**config.mk**
```make
export PLATFORM = sky130hd
export DESIGN_NAME = spell_mem_arbiter_flat
export DESIGN_NICKNAME = d
export VERILOG_FILES = /design/src/rtl/spell_pkg.sv /design/src/rtl/spell_mem_arbiter_if.sv /design/src/rtl/spell_arb_tracker.sv /design/src/rtl/spell_mem_arbiter.sv /design/src/flat_wrapper.sv
export SDC_FILE = /design/constraint.sdc
export NUM_CORES = 1
export LEC_CHECK = 0
export ABC_CLOCK_PERIOD_IN_PS = 6100
export CELL_PAD_IN_SITES_DETAIL_PLACEMENT = 1
export CELL_PAD_IN_SITES_GLOBAL_PLACEMENT = 2
export CORE_MARGIN = 2
export CORE_UTILIZATION = 21
export DETAILED_ROUTE_END_ITERATION = 10
export PLACE_DENSITY = 0.86
export SYNTH_ARGS = -nofsm -noshare
export SYNTH_HDL_FRONTEND = slang
export SYNTH_SLANG_ARGS = --single-unit
```
**constraint.sdc**
```tcl
create_clock -name clk -period 6.1 [get_ports clk]
set_clock_uncertainty 0.05 [all_clocks]
set_input_delay 1.22 -clock clk [delete_from_list [all_inputs] [get_ports clk]]
set_output_delay 1.22 -clock clk [all_outputs]
set_load 0.02 [all_outputs]
```
**src/rtl/spell_pkg.sv**
```systemverilog
// Shared types and constants for the SPELL memory arbiter.
// Requester IDs double as the owner tag carried through the latency tracker.
package spell_pkg;

    localparam int unsigned LATENCY_MAX = 3;
    localparam int unsigned CNT_W       = 2;
    localparam int unsigned ID_W        = 2;

    typedef enum logic [ID_W-1:0] {
        REQ_NONE  = 2'd0,
        REQ_FETCH = 2'd1,
        REQ_DATA  = 2'd2,
        REQ_DBG   = 2'd3
    } req_id_t;

    typedef enum logic {
        IDLE = 1'b0,
        BUSY = 1'b1
    } arb_state_t;

    // Bit 0 fetch, bit 1 data, bit 2 debug; REQ_NONE maps to all zeros.
    function automatic logic [2:0] req_onehot(input req_id_t id);
        logic [2:0] v;
        v    = 3'b000;
        v[0] = (id == REQ_FETCH);
        v[1] = (id == REQ_DATA);
        v[2] = (id == REQ_DBG);
        return v;
    endfunction

endpackage

```
**src/rtl/spell_mem_arbiter_if.sv**
```systemverilog
// Requester and memory-side signal bundle of the SPELL memory arbiter.
// slave is the arbiter view; master is the surrounding core/memory view.
interface spell_mem_arbiter_if #(
    parameter int unsigned ADDR_W = 8,
    parameter int unsigned DATA_W = 8
);
    logic              fetch_req;
    logic              data_req;
    logic              dbg_req;
    logic [ADDR_W-1:0] fetch_addr;
    logic [ADDR_W-1:0] data_addr;
    logic [ADDR_W-1:0] dbg_addr;
    logic              data_we;
    logic              dbg_we;
    logic [DATA_W-1:0] data_wdata;
    logic [DATA_W-1:0] dbg_wdata;
    logic              dbg_lock;

    logic              fetch_gnt;
    logic              data_gnt;
    logic              dbg_gnt;
    logic              fetch_done;
    logic              data_done;
    logic              dbg_done;
    logic [DATA_W-1:0] rdata;

    logic              mem_en;
    logic              mem_we;
    logic [ADDR_W-1:0] mem_addr;
    logic [DATA_W-1:0] mem_wdata;
    logic [DATA_W-1:0] mem_rdata;

    modport slave (
        input  fetch_req, data_req, dbg_req,
        input  fetch_addr, data_addr, dbg_addr,
        input  data_we, dbg_we, data_wdata, dbg_wdata, dbg_lock,
        output fetch_gnt, data_gnt, dbg_gnt,
        output fetch_done, data_done, dbg_done, rdata,
        output mem_en, mem_we, mem_addr, mem_wdata,
        input  mem_rdata
    );

    modport master (
        output fetch_req, data_req, dbg_req,
        output fetch_addr, data_addr, dbg_addr,
        output data_we, dbg_we, data_wdata, dbg_wdata, dbg_lock,
        input  fetch_gnt, data_gnt, dbg_gnt,
        input  fetch_done, data_done, dbg_done, rdata,
        input  mem_en, mem_we, mem_addr, mem_wdata,
        output mem_rdata
    );

endinterface

```
**src/rtl/spell_arb_tracker.sv**
```systemverilog
// Tracks the single in-flight access: latency countdown, owner tag and done pulses.
// slot_open marks cycles where a new grant may be issued (idle or final busy cycle).
module spell_arb_tracker import spell_pkg::*; #(
    parameter int unsigned LATENCY = 1
) (
    input  logic    clk,
    input  logic    rst,
    input  req_id_t gnt_id,
    output logic    slot_open,
    output logic    fetch_done,
    output logic    data_done,
    output logic    dbg_done
);

    arb_state_t       state_q, state_d;
    logic [CNT_W-1:0] cnt_q, cnt_d;
    req_id_t          owner_q, owner_d;
    logic [2:0]       done_q, done_d;

    // Next state; a grant in the final busy cycle re-arms the counter for the new owner.
    always_comb begin
        state_d = state_q;
        cnt_d   = cnt_q;
        owner_d = owner_q;
        done_d  = 3'b000;

        if (state_q == BUSY) begin
            if (cnt_q == CNT_W'(0)) begin
                state_d = IDLE;
                owner_d = REQ_NONE;
            end else begin
                cnt_d = cnt_q - CNT_W'(1);
            end
        end

        if (gnt_id != REQ_NONE) begin
            state_d = BUSY;
            cnt_d   = CNT_W'(LATENCY - 1);
            owner_d = gnt_id;
        end

        if ((state_d == BUSY) && (cnt_d == CNT_W'(0))) begin
            done_d = req_onehot(owner_d);
        end
    end

    always_ff @(posedge clk) begin
        if (rst) begin
            state_q <= IDLE;
            cnt_q   <= CNT_W'(0);
            owner_q <= REQ_NONE;
            done_q  <= 3'b000;
        end else begin
            state_q <= state_d;
            cnt_q   <= cnt_d;
            owner_q <= owner_d;
            done_q  <= done_d;
        end
    end

    assign slot_open  = (state_q == IDLE) || (cnt_q == CNT_W'(0));
    assign fetch_done = done_q[0];
    assign data_done  = done_q[1];
    assign dbg_done   = done_q[2];

endmodule

```
**src/rtl/spell_mem_arbiter.sv**
```systemverilog
// Single-port memory arbiter for the SPELL core: debug > round-robin(fetch, data).
// Grants are combinational in a slot; completion timing lives in spell_arb_tracker.
module spell_mem_arbiter import spell_pkg::*; #(
    parameter int unsigned ADDR_W  = 8,
    parameter int unsigned DATA_W  = 8,
    parameter int unsigned LATENCY = 1
) (
    input logic clk,
    input logic rst,
    spell_mem_arbiter_if.slave bus
);

    req_id_t           win_id;
    logic              slot_open;
    logic              rr_q, rr_d;
    logic [ADDR_W-1:0] addr_q, addr_d;
    logic [DATA_W-1:0] wdata_q, wdata_d;
    logic              we_c;
    logic              fetch_done;
    logic              data_done;
    logic              dbg_done;

    // Winner select; nothing is granted while reset is asserted.
    always_comb begin
        win_id = REQ_NONE;
        if (slot_open && !rst) begin
            if (bus.dbg_req) begin
                win_id = REQ_DBG;
            end else if (!bus.dbg_lock) begin
                if (bus.fetch_req && bus.data_req) begin
                    win_id = rr_q ? REQ_DATA : REQ_FETCH;
                end else if (bus.fetch_req) begin
                    win_id = REQ_FETCH;
                end else if (bus.data_req) begin
                    win_id = REQ_DATA;
                end
            end
        end
    end

    // Memory mux and rr update; address/wdata hold their registered copies otherwise.
    always_comb begin
        addr_d  = addr_q;
        wdata_d = wdata_q;
        we_c    = 1'b0;
        rr_d    = rr_q;
        case (win_id)
            REQ_FETCH: begin
                addr_d = bus.fetch_addr;
                rr_d   = 1'b1;
            end
            REQ_DATA: begin
                addr_d  = bus.data_addr;
                wdata_d = bus.data_wdata;
                we_c    = bus.data_we;
                rr_d    = 1'b0;
            end
            REQ_DBG: begin
                addr_d  = bus.dbg_addr;
                wdata_d = bus.dbg_wdata;
                we_c    = bus.dbg_we;
            end
            default: begin
            end
        endcase
    end

    always_ff @(posedge clk) begin
        if (rst) begin
            rr_q    <= 1'b0;
            addr_q  <= ADDR_W'(0);
            wdata_q <= DATA_W'(0);
        end else begin
            rr_q    <= rr_d;
            addr_q  <= addr_d;
            wdata_q <= wdata_d;
        end
    end

    spell_arb_tracker #(
        .LATENCY (LATENCY)
    ) u_tracker (
        .clk        (clk),
        .rst        (rst),
        .gnt_id     (win_id),
        .slot_open  (slot_open),
        .fetch_done (fetch_done),
        .data_done  (data_done),
        .dbg_done   (dbg_done)
    );

    assign bus.fetch_gnt  = (win_id == REQ_FETCH);
    assign bus.data_gnt   = (win_id == REQ_DATA);
    assign bus.dbg_gnt    = (win_id == REQ_DBG);
    assign bus.mem_en     = (win_id != REQ_NONE);
    assign bus.mem_we     = we_c;
    assign bus.mem_addr   = addr_d;
    assign bus.mem_wdata  = wdata_d;
    assign bus.fetch_done = fetch_done;
    assign bus.data_done  = data_done;
    assign bus.dbg_done   = dbg_done;
    assign bus.rdata      = (fetch_done || data_done || dbg_done) ? bus.mem_rdata : DATA_W'(0);

endmodule
```
**src/flat_wrapper.sv**
```systemverilog
// flat-port wrapper written by rule: the top's interface ports become plain ports
module spell_mem_arbiter_flat import spell_pkg::*;
#(
    parameter int unsigned ADDR_W  = 8,
    parameter int unsigned DATA_W  = 8,
    parameter int unsigned LATENCY = 1
)
  (clk, rst, bus_fetch_req, bus_data_req, bus_dbg_req, bus_fetch_addr, bus_data_addr, bus_dbg_addr, bus_data_we, bus_dbg_we, bus_data_wdata, bus_dbg_wdata, bus_dbg_lock, bus_fetch_gnt, bus_data_gnt, bus_dbg_gnt, bus_fetch_done, bus_data_done, bus_dbg_done, bus_rdata, bus_mem_en, bus_mem_we, bus_mem_addr, bus_mem_wdata, bus_mem_rdata);
  spell_mem_arbiter_if #(.ADDR_W(ADDR_W), .DATA_W(DATA_W)) bus_i ();
  input logic clk;
  input logic rst;
  input wire logic [$bits(bus_i.fetch_req)-1:0] bus_fetch_req;
  input wire logic [$bits(bus_i.data_req)-1:0] bus_data_req;
  input wire logic [$bits(bus_i.dbg_req)-1:0] bus_dbg_req;
  input wire logic [$bits(bus_i.fetch_addr)-1:0] bus_fetch_addr;
  input wire logic [$bits(bus_i.data_addr)-1:0] bus_data_addr;
  input wire logic [$bits(bus_i.dbg_addr)-1:0] bus_dbg_addr;
  input wire logic [$bits(bus_i.data_we)-1:0] bus_data_we;
  input wire logic [$bits(bus_i.dbg_we)-1:0] bus_dbg_we;
  input wire logic [$bits(bus_i.data_wdata)-1:0] bus_data_wdata;
  input wire logic [$bits(bus_i.dbg_wdata)-1:0] bus_dbg_wdata;
  input wire logic [$bits(bus_i.dbg_lock)-1:0] bus_dbg_lock;
  output wire logic [$bits(bus_i.fetch_gnt)-1:0] bus_fetch_gnt;
  output wire logic [$bits(bus_i.data_gnt)-1:0] bus_data_gnt;
  output wire logic [$bits(bus_i.dbg_gnt)-1:0] bus_dbg_gnt;
  output wire logic [$bits(bus_i.fetch_done)-1:0] bus_fetch_done;
  output wire logic [$bits(bus_i.data_done)-1:0] bus_data_done;
  output wire logic [$bits(bus_i.dbg_done)-1:0] bus_dbg_done;
  output wire logic [$bits(bus_i.rdata)-1:0] bus_rdata;
  output wire logic [$bits(bus_i.mem_en)-1:0] bus_mem_en;
  output wire logic [$bits(bus_i.mem_we)-1:0] bus_mem_we;
  output wire logic [$bits(bus_i.mem_addr)-1:0] bus_mem_addr;
  output wire logic [$bits(bus_i.mem_wdata)-1:0] bus_mem_wdata;
  input wire logic [$bits(bus_i.mem_rdata)-1:0] bus_mem_rdata;
  assign bus_i.fetch_req = bus_fetch_req;
  assign bus_i.data_req = bus_data_req;
  assign bus_i.dbg_req = bus_dbg_req;
  assign bus_i.fetch_addr = bus_fetch_addr;
  assign bus_i.data_addr = bus_data_addr;
  assign bus_i.dbg_addr = bus_dbg_addr;
  assign bus_i.data_we = bus_data_we;
  assign bus_i.dbg_we = bus_dbg_we;
  assign bus_i.data_wdata = bus_data_wdata;
  assign bus_i.dbg_wdata = bus_dbg_wdata;
  assign bus_i.dbg_lock = bus_dbg_lock;
  assign bus_fetch_gnt = bus_i.fetch_gnt;
  assign bus_data_gnt = bus_i.data_gnt;
  assign bus_dbg_gnt = bus_i.dbg_gnt;
  assign bus_fetch_done = bus_i.fetch_done;
  assign bus_data_done = bus_i.data_done;
  assign bus_dbg_done = bus_i.dbg_done;
  assign bus_rdata = bus_i.rdata;
  assign bus_mem_en = bus_i.mem_en;
  assign bus_mem_we = bus_i.mem_we;
  assign bus_mem_addr = bus_i.mem_addr;
  assign bus_mem_wdata = bus_i.mem_wdata;
  assign bus_i.mem_rdata = bus_mem_rdata;
  spell_mem_arbiter #(.ADDR_W(ADDR_W), .DATA_W(DATA_W), .LATENCY(LATENCY)) u_core (.clk(clk), .rst(rst), .bus(bus_i));
endmodule
```
==> summary.md <==
| Metric | Value |
|---|---|
| Outcome | `finished clean` |
| Switching power | `138 uW` |
| Peak Freq | `181 MHz` |
| Main synth FF type | `dfxtp_1` |
| Core Rows | `29` |
| Antenna diode count | `0` |
| Register area share after synthesis | `36.3%` |
| Worst-path maximum fanout | `20` |
| Non-filler cells, final | `316` |
| Total grt overflow | `0` |
| Comb power frac | `39.4%` |
| Area Growth Syn to Fin | `71.2%` |
| Max-cap violations | `0` |
| Leading area contributor after synthesis | `dfxtp_1` |
| Worst EP required | `4.83 ns` |
| Leakage power | `0.000923 uW` |
| Final Setup Violations | `0` |
| Share of cells above drive strength 1 | `9.21%` |
| Final Wtd Congestion | `0.679` |
| Clk pwr share | `21.1%` |
| Hold_buf cts | `0` |
| Vias per cell | `4.59` |
| Yosys top cell area share | `36.3%` |
| FF+latch count, synth | `25` |
| Total Routing Usage GR | `12.5%` |
| Placeable Area | `6350 um2` |
| Minimum clock period | `5.54 ns` |
| Clk slew on worst S/H paths | `0.08 ns` |
| Initial Util | `21.7%` |
| Switching share of power | `30.2%` |
| Final hold vios | `0` |
| Int Pwr | `318 uW` |
| Routed wire length | `4480 um` |
| Cts repair resizes | `0` |
| Number of remaining DRC errors | `0` |
| Die Area | `7220 um2` |
| Root buf cell | `clkbuf_8` |
| First-pass GRT wire length | `7440 um` |
| Post-DR wirelength/cell | `14.2 um` |
| Slowest cell on crit path | `clkdlybuf4s50_1` |
| Clk Latency, worst-skew pair | `0.26 ns` |
| Final nets | `300` |
| Yosys warnings | `0` |
| TritonRoute pass-1 iters | `4` |
| Worst path cell trace | `clkdlybuf4s50_1, nand2b_1, and3_1, o21ai_1, inv_1, ha_1, a221o_1, a21oi_1, a21oi_2, clkdlybuf4s50_1` |
| Crit path top cell by count | `clkdlybuf4s50_1` |
| Critical path class | `in2out` |
| Vias in the first global route | `1529` |
| Post-placement cell area | `2310 um2` |
| Sink Count | `25` |
| Worst slew pin tran | `0.953 ns` |
| Initial antenna violation count | `0` |
| WP data arrival | `4.27 ns` |
| CP Capture Type | `output pin` |
| Hpwl dp | `3490 um` |
| Fin. max-slew vios | `0` |
| Startpoint types | `primary input` |
| Final instance area | `2360 um2` |
| Dpl cells | `312` |
| Worst Hold Slack | `0.471 ns` |
| Part of the power in registers | `39.5%` |
| Syn_nets | `214` |
| Routed Antenna Nets | `0` |
| CTS tree | `done` |
| Power density over cell area | `193 nW/um2` |
| Ports | `88` |
| Die X | `85.0 um` |
| Largest net degree at the start of global routing | `21` |
| Max Root-Sink Buffers | `2` |
| Worst Hold Class | `reg2reg` |
| Yosys cell types | `31` |
| Num CTS Buffers | `3` |
| Tcrit/Tclk final | `90.8%` |
| Starting DRT DRC Count | `35` |
| Post-synth EDFFs | `0` |
| Worst vdd ir | `72.8 uV` |
| RSZ-0062 raised after global routing | `no` |
| Worst rel slew slack | `36.5%` |
| Ys async rst share | `0%` |
| Largest cells by area after synthesis | `dfxtp_1 36%, nor2b_1 11%, a21oi_2 7.6%, a221o_1 6.5%, a22o_1 5.1%` |
| Crit-path max cell delay | `0.56 ns` |
| Port-buffer cells | `87` |
| Setup bufs post-CTS | `0` |
| Total negative slack | `0 ns` |
| Die H | `85.0 um` |
| Synth Cell Area | `1380 um2` |
| Via count | `1449` |
| Post-Syn Area per Cell | `8.95 um2` |
| Synth Instances | `154` |
| H-tree depth | `1` |
-- placed cells by master, fill, tap and decap left out, types with 2 or more instances in the layout --
cell type	count
nand2b_1	2
inv_1	10
a22o_1	8
a21oi_1	9
buf_4	2
nand3b_1	4
nand2_1	3
a21o_1	8
a21oi_2	12
a211oi_1	2
clkbuf_8	3
ha_1	4
dfxtp_1	25
nor2_1	10
nor2b_1	25
a31oi_1	3
a221o_1	9
clkdlybuf4s50_1	87
-- cell usage after synthesis, types with 2 or more instances --
| cell | count |
|---|---|
| ha_1 | 4 |
| a21oi_1 | 9 |
| nor2_1 | 10 |
| clkbuf_1 | 3 |
| a31oi_1 | 3 |
| a21o_1 | 8 |
| a221o_1 | 9 |
| inv_1 | 10 |
| a21oi_2 | 12 |
| nor2b_1 | 25 |
| dfxtp_1 | 25 |
| buf_2 | 2 |
| buf_6 | 2 |
| nand2b_1 | 2 |
| nand2_1 | 3 |
| nand3b_1 | 4 |
| a22o_1 | 8 |
| a211oi_1 | 2 |
-- per-layer routing --
layer	up-vias	share of wire, %	global-route usage, %
met5	-	0	0
met4	0	0.94	3.03
met3	5	5.7	2.24
met2	43	50	22.4
met1	682	43	15.6
li1	719	-	-
-- power by group through the flow --
stage	sequential [uW]	clock [uW]	combinational, uW
2_1_floorplan	184	0	91.0
3_5_place_dp	184	0	182
5_1_grt	181	109	195
6_report	180	96.1	180
3_3_place_gp	184	0	180
4_1_cts	180	102	183
-- metrics by stage --
| stage | power, uW | util, % | worst slack, ns |
|---|---|---|---|
| 2_1_floorplan | 275 | - | 1.88 |
| 3_3_place_gp | 364 | 36.4 | 0.612 |
| 3_5_place_dp | 366 | 36.4 | 0.544 |
| 4_1_cts | 465 | 37.1 | 0.528 |
| 5_1_grt | 485 | 37.1 | 0.323 |
| 6_report | 456 | 37.1 | 0.562 |
-- worst max-delay path, delay by kind of cell --
| family | cells | cell delay [ns] |
|---|---|---|
| AO/OA/AOI/OAI | 4 | 1.05 |
| adder cells (fa/ha/maj) | 1 | 0.53 |
| AND/OR/NAND/NOR | 2 | 0.24 |
| buffers and inverters | 3 | 1.23 |
-- flip-flops by register name, indices dropped and copies added (netlist names) --
register and count:
u_core.addr_q 8, u_core.u_tracker.owner_q 2, u_core.u_tracker.done_q 3, u_core.rr_q 1, u_core.u_tracker.cnt_q 2, u_core.wdata_q 8
u_core.u_tracker.state_q 1
-- layout make-up --
cell class,count,area (um2)
timing repair buffer,89,886
multi-input combinational,110,788
sequential,25,500
inverter,11,41.3
clock inverter,1,5.00
fill,741,3990
tap,77,96.3
clock buffer,3,41.3
-- logic make-up (layout without fill, tap and decap cells) --
group | after synthesis | count (layout) | share of synthesized area (%)
and+or+nand+nor | 50 | 50 | 21.2
DFF | 25 | 25 | 36.3
adders and majority gates | 4 | 4 | 3.63
buffers and inverters | 19 | 104 | 6.45
AOI/OAI and AO/OA | 56 | 56 | 32.4
-- final timing paths --
kind	slack, ns	depth (start not counted)	end	startpoint
worst max register to register	3.40	9	u_core.addr_q[1]	u_core.rr_q
worst min register to register	0.47	2	u_core.u_tracker.owner_q[0]	u_core.u_tracker.owner_q[0]
worst min-delay path	0.47	2	u_core.u_tracker.owner_q[0]	u_core.u_tracker.owner_q[0]
worst max-delay path	0.56	10	bus_mem_addr[1]	bus_fetch_req
Note: power is estimated with default switching activity, not from simulation.
